[src/rtl/serial_adder_unit.sv]
// serial_adder_unit: bit-serial add/subtract unit. One full-adder slice is
// used LSB first for WIDTH cycles, with the carry held in a flop between
// slices. The unit accepts operands on a start/done handshake.
//
// Optional feature macro: SERIAL_ADDER_ZERO_FLAG_EN (adds the zero flag output)
//
// Ports:
//   clk    - rising-edge clock
//   rst_n  - asynchronous active-low reset
//   start  - request; accepted in IDLE or DONE
//   op     - 0 = a+b, 1 = a-b
//   a, b   - operands, captured on an accepted start
//   busy   - operation in progress
//   done   - one-cycle pulse when z/cout/ovf are valid
//   z      - result; holds until the next accepted start
//   cout   - carry out of the MSB slice (subtract: 1 = no borrow)
//   ovf    - signed overflow (carry into MSB xor carry out of MSB)
//   zero   - z == 0 (only with SERIAL_ADDER_ZERO_FLAG_EN)
module serial_adder_unit #(
    parameter int unsigned WIDTH = 32
) (
    input  logic             clk,
    input  logic             rst_n,
    input  logic             start,
    input  logic             op,
    input  logic [WIDTH-1:0] a,
    input  logic [WIDTH-1:0] b,
    output logic             busy,
    output logic             done,
    output logic [WIDTH-1:0] z,
    output logic             cout,
    output logic             ovf
`ifdef SERIAL_ADDER_ZERO_FLAG_EN
    ,
    output logic             zero
`endif
);

    localparam int unsigned CW = (WIDTH > 1) ? $clog2(WIDTH) : 1;

    typedef enum logic [1:0] {
        IDLE = 2'd0,
        RUN  = 2'd1,
        DONE = 2'd2
    } state_t;

    state_t           state;
    state_t           state_nxt;
    logic             busy_nxt;
    logic             done_nxt;
    logic             load_c;
    logic             step_c;
    logic             last_c;
    logic             sum_c;
    logic             carry_c;

    logic [WIDTH-1:0] opa;
    logic [WIDTH-1:0] opb;
    logic             carry;
    logic [CW-1:0]    count;
`ifdef SERIAL_ADDER_ZERO_FLAG_EN
    logic             any_one;
`endif

    // State register
    always_ff @(posedge clk or negedge rst_n) begin
        if (!rst_n) begin
            state <= IDLE;
            busy  <= 1'b0;
            done  <= 1'b0;
        end else begin
            state <= state_nxt;
            busy  <= busy_nxt;
            done  <= done_nxt;
        end
    end

    // Next-state and datapath control; start in DONE is taken like IDLE
    always_comb begin
        state_nxt = state;
        busy_nxt  = 1'b0;
        done_nxt  = 1'b0;
        load_c    = 1'b0;
        step_c    = 1'b0;
        last_c    = 1'b0;
        case (state)
            IDLE, DONE: begin
                state_nxt = IDLE;
                if (start) begin
                    load_c    = 1'b1;
                    state_nxt = RUN;
                    busy_nxt  = 1'b1;
                end
            end
            RUN: begin
                step_c   = 1'b1;
                busy_nxt = 1'b1;
                if (count == CW'(WIDTH - 1)) begin
                    last_c    = 1'b1;
                    state_nxt = DONE;
                    busy_nxt  = 1'b0;
                    done_nxt  = 1'b1;
                end
            end
            default: state_nxt = IDLE;
        endcase
    end

    // Single full-adder slice on the LSBs
    always_comb begin
        sum_c   = opa[0] ^ opb[0] ^ carry;
        carry_c = (opa[0] & opb[0]) | (opa[0] & carry) | (opb[0] & carry);
    end

    // Operand shifters, carry flop, result shifter and flags
    always_ff @(posedge clk or negedge rst_n) begin
        if (!rst_n) begin
            opa   <= '0;
            opb   <= '0;
            carry <= 1'b0;
            count <= '0;
            z     <= '0;
            cout  <= 1'b0;
            ovf   <= 1'b0;
`ifdef SERIAL_ADDER_ZERO_FLAG_EN
            any_one <= 1'b0;
            zero    <= 1'b0;
`endif
        end else if (load_c) begin
            // Subtract as a + ~b + 1: the +1 enters as the initial carry
            opa   <= a;
            opb   <= op ? ~b : b;
            carry <= op;
            count <= '0;
            z     <= '0;
`ifdef SERIAL_ADDER_ZERO_FLAG_EN
            any_one <= 1'b0;
            zero    <= 1'b0;
`endif
        end else if (step_c) begin
            opa   <= opa >> 1;
            opb   <= opb >> 1;
            z     <= {sum_c, z[WIDTH-1:1]};
            carry <= carry_c;
            count <= count + CW'(1);
            if (last_c) begin
                // carry still holds the carry into the MSB slice here
                cout <= carry_c;
                ovf  <= carry ^ carry_c;
            end
`ifdef SERIAL_ADDER_ZERO_FLAG_EN
            any_one <= any_one | sum_c;
            if (last_c) begin
                zero <= ~(any_one | sum_c);
            end
`endif
        end
    end

endmodule

[config.mk]
export PLATFORM = sky130hd
export DESIGN_NAME = serial_adder_unit
export DESIGN_NICKNAME = d
export VERILOG_FILES = /design/src/rtl/serial_adder_unit.sv
export SDC_FILE = /design/constraint.sdc
export NUM_CORES = 1
export LEC_CHECK = 0
export ABC_AREA = 1
export CORE_ASPECT_RATIO = 1.1
export CORE_MARGIN = 2
export CORE_UTILIZATION = 56
export DETAILED_ROUTE_END_ITERATION = 16
export PLACE_DENSITY_LB_ADDON = 0.05
export SLEW_MARGIN = 10
export SYNTH_ARGS = -nofsm -noshare
export SYNTH_HDL_FRONTEND = slang
export SYNTH_SLANG_ARGS = --single-unit
export TNS_END_PERCENT = 30
[constraint.sdc]
create_clock -name clk -period 3 [get_ports clk]
set_input_delay 0.45 -clock clk [delete_from_list [all_inputs] [get_ports clk]]
set_output_delay 0.45 -clock clk [all_outputs]
set_load 0.02 [all_outputs]
## Yosys cells after proc, flatten, opt, wreduce, memory -nomap -nowiden

Cells that the tools add are included.

- Output and inout bits: 36
- Logic and storage cells: 50
- Bits in registers: 108

- Bitwise logic cells: 10
- Equality and inequality tests: 4
- Muxes and demuxes: 21
- Reductions and logical operators: 4
- $add $sub $neg: 1

Operator list:

| kind | count |
|---|---|
| 32-bit two-way mux | 7 |
| 32-bit NOT | 1 |
| 5-bit two-way mux | 2 |
| 1-bit two-way mux | 9 |
| 5-bit by 1-bit adder with 5-bit output (second input constant) | 1 |
| 5-bit equality test (second input constant) | 1 |
| 2-bit case mux with 2 select lines | 1 |
| 1-bit AND | 3 |
| 3-bit AND reduction | 1 |
| 1-bit bitwise XOR | 3 |
| 2-bit by 1-bit equality test with 1-bit output (second input constant) | 1 |
| 2-bit equality test (second input constant) | 1 |
| 2-bit zero test | 1 |
| 2-bit two-way mux | 1 |
| 2-bit inequality test (second input constant) | 1 |
| 1-bit OR | 2 |
| 1-bit case mux with 2 select lines | 1 |
| 2-bit nonzero test | 1 |
| 2-bit OR reduction | 1 |
| 1-bit NOT | 1 |

## Longest topological paths before layout

Gate-level depths: netlist of run 1.

- Depth after elaboration: 5
- Gate-level depth with buffers: 9
- Gate-level depth less buffers: 7

## Worst setup path after synthesis of run 1

OpenSTA, ideal clock, no wires.

- Kind: register to register
- From: reg state[0]
- To: reg opa[20]
- Path slack: 1771 ps
- Arrival: 1112 ps
- Path buffers: 3
- Setup time: 117 ps
- Period minus slack after synthesis: 1229 ps
- Data required time: 2883 ps
- Cell stages (with the launch flop): 10
- Cell sequence: dfrtp_1 > buf_4 > inv_4 > nand2_4 > nand2_4 > inv_2 > buf_6 > buf_4 > nand2_1 > nand2_1

- Word-level cells in the longest chain between the ends: 4
- Elaborated cells between the ends (all ways): 8

Ends and longest elaborated chain:

| item | RTL line | text |
|---|---|---|
| from (decl) | 47 | `state_t state;` |
| from (signal assigned) | 72 | `state <= state_nxt;` |
| 2-bit equality test / 2-bit zero test (equally long branches) | 86 | `case (state)` |
| 2-bit OR reduction | 86 |  |
| 1-bit two-way mux | 86 |  |
| 32-bit two-way mux / 2-bit nonzero test (equally long branches) | n/a |  |
| to (signal assigned) | 141 | `opa <= opa >> 1;` |
| to (decl) | 57 | `logic [WIDTH-1:0] opa;` |

Several ways; a longest one is shown, not always the timed one.
A chain may end at the register's enable or synchronous reset.

## Final worst setup path of run 1

- From: reg state[0]
- To: reg opa[29]

Same word-level chain as after synthesis.

==> flow_metrics.tcl, run 1 <==
set metrics [dict create \
    cp-end-kind "flop" \
    fin_cells 944 \
    vias 4814 \
    ios 104 \
    dr.pass1.iters 4 \
    crit_type "flop to flop" \
    vias_per_cell 5.10 \
    cts_setup_buffers 0 \
    required_ps 3250 \
    status "finished, final reports clean" \
    worstSkewPairLatency_ps 360 \
    coreArea_mm2 0.00935 \
    crit_chain "buf_4 > nand2_2 > nand2_4 > inv_2 > buf_4 > nand2_1 > nand2_1" \
    cap_viol_max_count 0 \
    clock_sinks 108 \
    fin_skew_ps 13.3 \
    placed_cell_area_mm2 0.00643 \
    maxSlewHeadroom 0.362 \
    ys_seq_area_frac 0.502 \
    syn_nets 811 \
    grt-ovfl-total 0 \
    gp_congestion 0.791 \
    wl_um 11600 \
    clkSlewWorstSetupHoldPaths_ps 100 \
    hp-class "input pin to asynchronous set/reset pin" \
    first_iter_violations 330 \
    layout_common_cells "nand2_1, dfrtp_1, clkdlybuf4s50_1, inv_1, nand3_1" \
    cts_made_buffers 9 \
    syn_area_mm2 0.00539 \
    p_per_area_mw_per_mm2 958 \
    slew_viol_final 0 \
    wl_per_cell_um 12.3 \
    cts_hold_buf 0 \
    fill_cells 772 \
    finalCriticalPeriod_ps 2060 \
    leakagePower_nw 3.59 \
    fin_crit_sh 0.685 \
    drc 0 \
    synth_cell_types 24 \
    cts_resized 0 \
    dp_hpwl_um 7650 \
    critical-path-max-stage-delay_ps 470 \
    drtAntennaViolNets 0 \
    total_power_mw 6.36 \
    hold_viol 0 \
    drive_above_1_share 0.0459 \
    max_freq_mhz 486 \
    ir_worst_vdd_v 0.000388 \
    cts_buffer_depth 2 \
    syn_to_final_growth_pct 23.2 \
    antenna_found_initial 0 \
    grt_pass1_wl_um 19900 \
    netlist_instances 740 \
    layout_commonest_cell "nand2_1" \
    final_area_mm2 0.00664 \
    finalSetupViolCount 0 \
    cp.arrival_ps 2310 \
    grt_pass1_vias 4545 \
    placedCellCount 928 \
    fin_nets 893 \
    tritoncts "built" \
    cp_max_fo 32 \
    start_kind "flop" \
    cp_top_family "buffers and inverters" \
    crit_buf_inv 3 \
    port_buffers 103 \
    ys_seq_elements 108 \
    chipHeight_um 107 \
    diodes 0 \
    rsz0062_at_grt "no" \
    crit_slowest_cell "dfrtp_1" \
    synth_warnings 0 \
    grt_usage 0.229 \
    start_util 0.576 \
    final-seq-area_mm2 0.00270 \
    syn_area_per_cell_um2 7.28 \
    multi_input_area_mm2 0.00216 \
    cts_root_buf "clkbuf_8" \
    rows 37 \
    tightest_slew_ps 956 \
    grt_max_degree 67 \
    fin_setup_tns_ps 0 \
    die_w_um 97.5 \
    htreeDepth 3 \
    fp.dieArea_mm2 0.0104 \
]
-- final timing paths --
| kind | to | depth (start not counted) | start | slack, ps |
|---|---|---|---|---|
| hold reg to reg | opb[17] | 2 | opb[17] | 490 |
| hold / removal | opb[7] | 1 | rst_n | 140 |
| max in group asynchronous | z[16] | 2 | rst_n | 2160 |
| setup / recovery | opa[29] | 7 | state[0] | 940 |
| min in group clk | opb[17] | 2 | opb[17] | 490 |
| setup reg to reg | opa[29] | 7 | state[0] | 940 |
-- per-layer routing --
layer,share of wire,wire [um],track usage
met5,0,0,0
met4,0.0095,110,0.0645
met3,0.047,541,0.0300
met2,0.50,5800,0.413
met1,0.44,5110,0.291
-- synth_stat cells (all sizes together) --
library cell	instances	share of area
xor2	1	0.0016
fa	1	0.0037
nand2	393	0.28
buf	32	0.035
clkbuf	12	0.0084
a21oi	1	0.00093
nand3	66	0.061
inv	78	0.055
ha	2	0.0046
o22ai	31	0.036
xnor2	1	0.0016
nor2	6	0.0060
o21ai	8	0.0074
dfrtp	108	0.50
-- where the power goes --
group	internal [mW]	switching, mW	total, mW	leakage, nW
registers	2.10	0.354	2.46	1.37
logic	1.21	1.78	2.99	2.11
clock network	0.417	0.498	0.915	0.107
-- stage by stage --
stage	setup slack, ps	utilization	hold slack [ps]
6_report	944	0.710	145
4_1_cts	953	0.710	175
3_3_place_gp	885	0.688	458
5_1_grt	756	0.710	200
2_1_floorplan	1770	-	154
3_5_place_dp	851	0.688	465
-- worst register-to-register path, delay by kind of cell, from the launching register on --
kind,cells,cell delay [ps]
buffers and inverters,3,950
and+or+nand+nor,4,540
DFF,1,470
-- state kept, by name, indices dropped and copies added, names as in the netlist --
signal / count
busy: 1
ovf: 1
cout: 1
done: 1
carry: 1
state: 2
z: 32
count: 5
opa: 32
opb: 32
-- area by class of cell --
class,instances,share of cell area
multi-input cells,510,0.325
clock inverters,6,0.0106
repair buffers,115,0.170
well taps,117,0.0220
flip-flops and latches,108,0.407
inverters,78,0.0445
clock buffers,10,0.0207
-- cell families after synthesis --
family,count (synthesis),synth area share
buffers and inverters,122,0.0980
XOR/XNOR,2,0.00325
AND/OR/NAND/NOR,465,0.344
AO/OA/AOI/OAI,40,0.0444
adder cells (fa/ha/maj),3,0.00836
flip-flops,108,0.502
Power figures use the tool's default switching activity.
==> inputs of run 2 (changes only) <==
- CORE_UTILIZATION: 56 -> 52
- clock period: 3 -> 2.1 ns (I/O delays scaled with it)
==> run 2 against run 1 <==
Effect of this change:
- setup slack got worse by 530 ps
- count of clock-buffer cells in the layout unchanged
- sequential cell count unchanged
- largest cell class unchanged
- critical path depth decreased by 6
- routed wire length about the same
- power increased by 42%
==> flow_metrics.tcl, run 2 (synthesis gave the netlist of run 1 again) <==
set metrics [dict create \
    status "finished, final reports clean" \
    cp-end-kind "output port" \
    vias_per_cell 4.93 \
    fin_cells 952 \
    ios 104 \
    required_ps 1780 \
    r2r_end "opa[7]" \
    grt-ovfl-total 0 \
    crit_slowest_cell "clkdlybuf4s50_1" \
    layout_common_cells "nand2_1, dfrtp_1, clkdlybuf4s50_1, inv_1, nand3_1" \
    drtAntennaViolNets 0 \
    clkSlewWorstSetupHoldPaths_ps 100 \
    hp-class "input pin to asynchronous set/reset pin" \
    first_iter_violations 218 \
    max_freq_mhz 595 \
    fin_setup_tns_ps 0 \
    drive_above_1_share 0.0493 \
    maxSlewHeadroom 0.673 \
    cts_buffer_depth 2 \
    layout_commonest_cell "nand2_1" \
    grt_pass1_vias 4602 \
    htreeDepth 3 \
    rows 38 \
    cts_setup_buffers 0 \
    reg_top3 "opa: 32 flops, opb: 32 flops, z: 32 flops" \
    dr.pass1.iters 4 \
    die_w_um 101 \
    start_util 0.540 \
    rrSetupSlack_ps 640 \
    chipHeight_um 111 \
    grt_pass1_wl_um 20400 \
    cp.arrival_ps 1370 \
    cts_root_buf "clkbuf_8" \
    tritoncts "built" \
    total_power_mw 9.01 \
    placedCellCount 935 \
    fin_nets 898 \
    crit_type "flop to output port" \
    crit_chain "clkdlybuf4s50_1" \
    ir_worst_vdd_v 0.000705 \
    leakagePower_nw 3.60 \
    dp_hpwl_um 7570 \
    diodes 0 \
    grt_max_degree 56 \
    rsz0062_at_grt "no" \
    wl_per_cell_um 12.1 \
    cap_viol_max_count 0 \
    fin_util 0.670 \
    drc 0 \
    worstSkewPairLatency_ps 380 \
    slew_viol_final 0 \
    antenna_found_initial 0 \
    rr_worst_depth 7 \
    p_per_area_mw_per_mm2 1350 \
    cts_hold_buf 1 \
    syn_to_final_growth_pct 24.2 \
    fp.dieArea_mm2 0.0112 \
    crit_buf_inv 1 \
    cts_made_buffers 9 \
    port_buffers 103 \
    coreArea_mm2 0.00998 \
    gp_congestion 0.833 \
    wl_um 11600 \
    hold_viol 0 \
    cp_top_family "buffers and inverters" \
    cp_max_fo 2 \
    finalCriticalPeriod_ps 1680 \
    fin_crit_sh 0.800 \
    finalSetupViolCount 0 \
    fin_skew_ps 9.54 \
    reg2reg_from "state[0]" \
    path_depth 1 \
    critical-path-max-stage-delay_ps 610 \
    start_kind "flop" \
    cts_resized 0 \
    tightest_slew_ps 491 \
    clock_sinks 108 \
    grt_usage 0.222 \
    vias 4698 \
]
[run 2: cell types whose count changed in the layout (fill, tap and decap cells not counted), sizes merged]
| cell | previous run | this run |
|---|---|---|
| clkinvlp | 0 | 1 |
| inv | 80 | 78 |
| buf | 13 | 17 |
| clkinv | 3 | 4 |
| dlygate4sd3 | 0 | 1 |
[run 2: worst max-delay path by stage]
| stage | start | end | slack [ps] |
|---|---|---|---|
| 2_1_floorplan | state[0] | opa[20] | 870 |
| 3_3_place_gp | start | opb[31] | 440 |
| 3_5_place_dp | start | z[2] | 400 |
| 4_1_cts | z[22] | z[22] | 400 |
| 5_1_grt | z[22] | z[22] | 360 |
| 6_report | z[22] | z[22] | 420 |
[run 2: per-layer routing]
layer  global-route usage  wire [um]
met5                    0          0
met4               0.0694        144
met3               0.0429        606
met2                0.368       5400
met1                0.293       5420
[run 2: cell type report]
cell class	instances	area, um^2
Fill cell	876	3290
Timing Repair Buffer	120	1200
Multi-Input combinational cell	510	2160
Sequential cell	108	2700
Inverter	78	295
Tap cell	120	150
Clock buffer	10	128
Clock inverter	6	65.1
[run 2: stage by stage]
step | setup WS [ps] | instance area [um^2] | hold WS [ps]
finish | 419 | 6690 | 429
global route | 363 | 6690 | 465
CTS | 398 | 6690 | 440
detailed placement | 400 | 6490 | 314
global placement | 437 | 6490 | 303
floorplan | 871 | 5390 | 19.4
[run 2: power by group]
part | internal, mW | switching (mW) | total (mW) | leakage, nW
logic | 1.75 | 2.51 | 4.26 | 2.14
registers | 3.00 | 0.491 | 3.50 | 1.37
clock network | 0.552 | 0.704 | 1.26 | 0.0962
